## src/rtl/shift_seq_pkg.sv

```systemverilog
// Shared state encoding for the shift sequencer.
// Latency: n/a (constants only). Backpressure: n/a.
// Used by shift_sequencer; 2'b11 is an illegal encoding that the FSM recovers from.
package shift_seq_pkg;

    localparam int ST_W = 2;

    typedef enum logic [ST_W-1:0] {
        ST_IDLE  = 2'b00,
        ST_RUN   = 2'b01,
        ST_PAUSE = 2'b10
    } state_t;

endpackage

```

## src/rtl/shift_tick_gen.sv

```systemverilog
// Shift tick prescaler: counts 0..TICK_DIV-1 while enabled and flags the wrap cycle.
// Latency: tick is combinational from the count; count updates on each enabled edge.
// Backpressure: enable low freezes the count in place; clear forces it back to zero.
module shift_tick_gen #(
    parameter int TICK_DIV = 25_000_000
) (
    input  logic clk_100MHz,
    input  logic rst_n,
    input  logic enable,
    input  logic clear,
    output logic tick
);

    localparam int CNT_W = (TICK_DIV > 2) ? $clog2(TICK_DIV) : 1;
    localparam logic [CNT_W-1:0] LAST = CNT_W'(TICK_DIV - 1);

    logic [CNT_W-1:0] cnt;

    assign tick = enable && (cnt == LAST);

    always_ff @(posedge clk_100MHz or negedge rst_n) begin
        if (!rst_n) begin
            cnt <= '0;
        end else if (clear) begin
            cnt <= '0;
        end else if (enable) begin
            cnt <= tick ? '0 : cnt + 1'b1;
        end
    end

endmodule

```

## src/rtl/shift_sequencer.sv

```systemverilog
// Button-driven run controller for the LED shift register (start/pause/resume/abort/preload).
// Latency: first shift TICK_DIV edges after start; strobe/done registered, one cycle wide.
// Backpressure: none; stop pauses, the prescaler holds. SHIFT_SEQ_ROTATE_EN enables LSB->MSB rotate.
module shift_sequencer
    import shift_seq_pkg::*;
#(
    parameter int WIDTH    = 16,
    parameter int TICK_DIV = 25_000_000,
    parameter int STEPS_W  = 8
) (
    input  logic               clk_100MHz,
    input  logic               rst_n,
    input  logic               start_pulse,
    input  logic               stop_pulse,
    input  logic               load_pulse,
    input  logic [WIDTH-1:0]   load_value,
    input  logic               serial_in,
    input  logic               rotate,
    input  logic [STEPS_W-1:0] step_count,
    output logic [WIDTH-1:0]   parallel_out,
    output logic               shift_strobe,
    output logic               busy,
    output logic               done,
    output logic [ST_W-1:0]    state_out
);

    state_t             state_q, state_d;
    logic [STEPS_W-1:0] remaining;
    logic               tick;
    logic               shift_en;
    logic               load_en;
    logic               done_d;
    logic               arm;
    logic               in_bit;

`ifdef SHIFT_SEQ_ROTATE_EN
    assign in_bit = rotate ? parallel_out[0] : serial_in;
`else
    logic unused_rotate;
    assign unused_rotate = rotate;
    assign in_bit        = serial_in;
`endif

    // Idle (or illegal) keeps the prescaler at zero so every run starts with a full period.
    shift_tick_gen #(.TICK_DIV(TICK_DIV)) u_tick (
        .clk_100MHz (clk_100MHz),
        .rst_n      (rst_n),
        .enable     (state_q == ST_RUN),
        .clear      ((state_q != ST_RUN) && (state_q != ST_PAUSE)),
        .tick       (tick)
    );

    always_comb begin
        state_d  = state_q;
        shift_en = 1'b0;
        load_en  = 1'b0;
        done_d   = 1'b0;
        arm      = 1'b0;
        case (state_q)
            ST_IDLE: begin
                load_en = load_pulse;
                if (start_pulse && !stop_pulse) begin
                    state_d = ST_RUN;
                    arm     = 1'b1;
                end
            end
            ST_RUN: begin
                if (tick) begin
                    shift_en = 1'b1;
                    if (remaining == STEPS_W'(1)) begin
                        done_d  = 1'b1;
                        state_d = ST_IDLE;
                    end
                end
                // Completion takes priority over a coincident stop.
                if (stop_pulse && !done_d) begin
                    state_d = ST_PAUSE;
                end
            end
            ST_PAUSE: begin
                load_en = load_pulse;
                if (stop_pulse) begin
                    state_d = ST_IDLE;
                end else if (start_pulse) begin
                    state_d = ST_RUN;
                end
            end
            default: state_d = ST_IDLE;
        endcase
    end

    always_ff @(posedge clk_100MHz or negedge rst_n) begin
        if (!rst_n) begin
            state_q      <= ST_IDLE;
            busy         <= 1'b0;
            done         <= 1'b0;
            shift_strobe <= 1'b0;
            remaining    <= '0;
            parallel_out <= '0;
        end else begin
            state_q      <= state_d;
            busy         <= (state_d != ST_IDLE);
            done         <= done_d;
            shift_strobe <= shift_en;
            // remaining == 0 marks a free run; it is never decremented.
            if (arm) begin
                remaining <= step_count;
            end else if (shift_en && (remaining != '0)) begin
                remaining <= remaining - 1'b1;
            end
            if (load_en) begin
                parallel_out <= load_value;
            end else if (shift_en) begin
                parallel_out <= {in_bit, parallel_out[WIDTH-1:1]};
            end
        end
    end

    assign state_out = state_q;

endmodule
```

## config.mk

```make
export PLATFORM = sky130hd
export DESIGN_NAME = shift_sequencer
export DESIGN_NICKNAME = d
export VERILOG_FILES = /design/src/rtl/shift_seq_pkg.sv /design/src/rtl/shift_tick_gen.sv /design/src/rtl/shift_sequencer.sv
export SDC_FILE = /design/constraint.sdc
export NUM_CORES = 1
export LEC_CHECK = 0
export CORE_UTILIZATION = 48
export CTS_CLUSTER_DIAMETER = 40
export DETAILED_ROUTE_END_ITERATION = 10
export PLACE_DENSITY = 0.75
export SLEW_MARGIN = 0
export SYNTH_ARGS = -nofsm -noshare
export SYNTH_HDL_FRONTEND = slang
export SYNTH_SLANG_ARGS = --single-unit
```

## constraint.sdc

```tcl
create_clock -name clk_100MHz -period 1.8 [get_ports clk_100MHz]
set_input_delay 0.36 -clock clk_100MHz [delete_from_list [all_inputs] [get_ports clk_100MHz]]
set_output_delay 0.36 -clock clk_100MHz [all_outputs]
set_load 0.01 [all_outputs]
```

==> impl_metrics.json <==
{
  "synthCells": 318,
  "path_buf_inv": 2,
  "die_x_um": 80.8,
  "num_vias": 2931,
  "viasPerCell": 5.65,
  "cp_data_arrival_time_ns": 2.17,
  "grt_pass1_wl_mm": 13.8,
  "first_pass_iters": 4,
  "r2r-end": "parallel_out[3]",
  "outcome": "finished, violations left",
  "leakage_nw": 2.03,
  "cpPeakStageDelay_ns": 0.44,
  "path_class": "reg2reg",
  "first_global_vias": 2952,
  "hpwl_mm": 5.65,
  "fmax_ghz": 0.505,
  "cts_hold_buffers": 0,
  "yosys-top-cells-area": "dfrtp_1, mux2i_1, nor2_1",
  "cts_made_buffers": 5,
  "ys_ff_latch": 54,
  "ant_nets": 0,
  "cts_sinks": 54,
  "setup_viol": 49,
  "cp-end-kind": "flip-flop",
  "finalWorstSetupSlack_ns": -0.180,
  "grt_start_max_net_pins": 36,
  "max_slew_margin_pct": 67.5,
  "wl_mm": 8.67,
  "netlist_area_sq_um": 2980,
  "dp_slack_ns": -0.184,
  "clk_pin_slew_ns": 0.09,
  "rows": 28,
  "dieHeight_um": 80.8,
  "required_ns": 1.99,
  "yosysUniqueCellTypes": 49,
  "grt_remaining_overflow": 0,
  "r2r-start": "state_out[1]",
  "setup_tns_ns": -4.24,
  "synth_edf_count": 0,
  "tightest_slew_ns": 0.488,
  "power_density_nw_per_um2": 1160,
  "rr_worst_depth": 8,
  "yosysWarnings": 0,
  "avgSynthCellArea_sq_um": 9.38,
  "ios": 52,
  "drc": 0,
  "hold_viol": 0,
  "maxCapViolCount": 0,
  "nets": 482,
  "start_kind": "flip-flop",
  "cpMaxStageDelayCell": "dfrtp_2",
  "cts_tree": "yes",
  "synth-async-reset-ratio_pct": 100,
  "worstPathMaxFanout": 8,
  "clock_skew_ns": 0.00549,
  "fin_crit_sh_pct": 110,
  "port_buffers": 50,
  "yosysTopAreaCellShare_pct": 45.3,
  "placed_cell_area_sq_um": 4110,
  "hold_ws_ns": 0.00261,
  "cts_buffer_depth": 2,
  "synth.largest_area_cell": "dfrtp_1",
  "antenna_found_initial": 0,
  "h-tree-depth": 2,
  "fin_crit_ns": 1.98,
  "reg2reg_slack_ns": -0.18,
  "drv_slew": 0,
  "crit_start": "state_out[1]",
  "diodes": 0,
  "dieArea_sq_um": 6540,
  "synthFlopType": "dfrtp_1",
  "layout-drive-gt1-share_pct": 31.8,
  "drt-initial-drc-count": 146,
  "cp.depth": 8,
  "syn-num-nets": 357,
  "fillCellCount": 393,
  "ir_drop_uv": 685,
  "start_util_pct": 50.1,
  "routabilityCongestion": 0.902,
  "endpoint": "parallel_out[3]",
  "wl_per_cell_um": 16.7,
  "clk_latency_ns": 0.31,
  "violations": "setup timing",
  "hold_path_class": "in2async",
  "syn_to_final_growth_pct": 53.5,
  "grt_usage_pct": 27.8,
  "rsz0062_at_grt": "yes",
  "core_area_sq_um": 5960,
  "cts-root-buf": "clkbuf_8",
  "synth-seq-area-share_pct": 45.3,
  "crit_path_cell_trace": "inv_2 > ha_4 > nor3b_2 > nand4_1 > or3_4 > buf_12 > mux2i_2 > a21oi_1",
  "fin_area_sq_um": 4580,
  "cpLargestDelayFamily": "simple AND/OR/NAND/NOR gates"
}
## routing by layer
| metal | wire length, um | GRT usage, % | up-vias |
|---|---|---|---|
| met3 | 318 | 4.38 | 15 |
| li1 | - | - | 1390 |
| met4 | 144 | 8.93 | 0 |
| met2 | 4640 | 50.5 | 77 |
| met1 | 3570 | 33.3 | 1449 |
| met5 | 0 | 0 | - |
## final cells by class
type | count | area [sq um] | share of cell area (%)
sequential | 54 | 1360 | 29.6
inverter | 14 | 52.6 | 1.15
multi-input combinational | 238 | 1800 | 39.2
clock buffer | 8 | 110 | 2.40
tap | 75 | 93.8 | 2.05
timing repair buffer | 130 | 1170 | 25.6
## repair_timing
| action | CTS | global route |
|---|---|---|
| gates resized for setup | 45 | 12 |
| setup buffers | 10 | 3 |
| cloned | 2 | 0 |
| pin swaps | 29 | 8 |
| endpoints found under the setup margin | 47 | 53 |
## worst reg2reg max path: stages, from the launching register on
cell     delay [ns]
dfrtp_2        0.44
inv_2          0.08
ha_4           0.12
nor3b_2        0.14
nand4_1        0.18
or3_4          0.44
buf_12         0.18
mux2i_2        0.20
a21oi_1        0.10
## cell usage after synthesis, types with 2 or more instances
cell type / count
and4_1: 4
clkbuf_1: 7
nand2b_1: 3
o21ai_0: 12
xnor2_1: 14
or3_1: 8
inv_1: 14
o211ai_1: 3
a31oi_1: 4
o21ai_1: 3
dfrtp_1: 54
a21o_1: 2
nor2b_1: 4
a22o_1: 2
a21oi_1: 24
nor3_2: 2
and2_1: 2
nor3_1: 8
and3_1: 3
nand3_1: 9
nor4_1: 8
or2_2: 2
o21a_1: 2
mux2i_1: 17
buf_2: 3
nor4b_2: 2
ha_1: 8
nand4_2: 2
nand2_1: 20
nand4_1: 11
nor2_1: 41
o22ai_1: 3
## through the flow
step	instances	total power, W	utilization [%]
floorplan	318	0.00290	-
global placement	496	0.00398	69.0
detailed placement	496	0.00407	69.0
CTS	516	0.00521	75.5
global route	519	0.00562	76.9
finish	519	0.00531	76.9
## flip-flops by register name (all words and copies together) (netlist names)
register	cells
done	1
busy	1
remaining	8
parallel_out	16
shift_strobe	1
u_tick.cnt	25
state_out	2
## how the worst min path moves through the flow
| stage | start | endpoint | slack (ns) |
|---|---|---|---|
| after floorplan | rst_n | busy | 0.06 |
| after global placement | rst_n | parallel_out[4] | 0.34 |
| after detailed placement | rst_n | parallel_out[2] | 0.36 |
| after CTS | rst_n | shift_strobe | 0.02 |
| after global routing | rst_n | parallel_out[3] | 0.03 |
| final | rst_n | parallel_out[2] | 0.003 |
## power by group
part	internal, W	switching (W)
Clock	0.000389	0.000399
Combinational	0.00145	0.00128
Sequential	0.00152	0.000278
## placed cells by master, fill, tap and decap left out, types with 5 or more instances in the layout
cell type        count
buf_4               69
dfrtp_1             51
clkdlybuf4s50_1     47
nor2_1              36
a21oi_1             23
nand2_1             19
mux2i_1             16
inv_1               13
xnor2_1             13
nand4_1             11
nand3_1              8
clkbuf_8             8
buf_6                7
o21ai_0              6
o21ai_1              6
nor3_1               5
or3_1                5
ha_1                 5
## kinds of logic after synthesis
family / Yosys count / synth area share, %
muxes: 18 / 6.08
adders and majority gates: 8 / 3.35
DFF: 54 / 45.3
AOI/OAI and AO/OA: 64 / 13.0
xor gates and xnor gates: 14 / 4.11
buffers and inverters: 26 / 3.77
and+or+nand+nor: 134 / 24.4
Note: power is estimated with default switching activity, not from simulation.
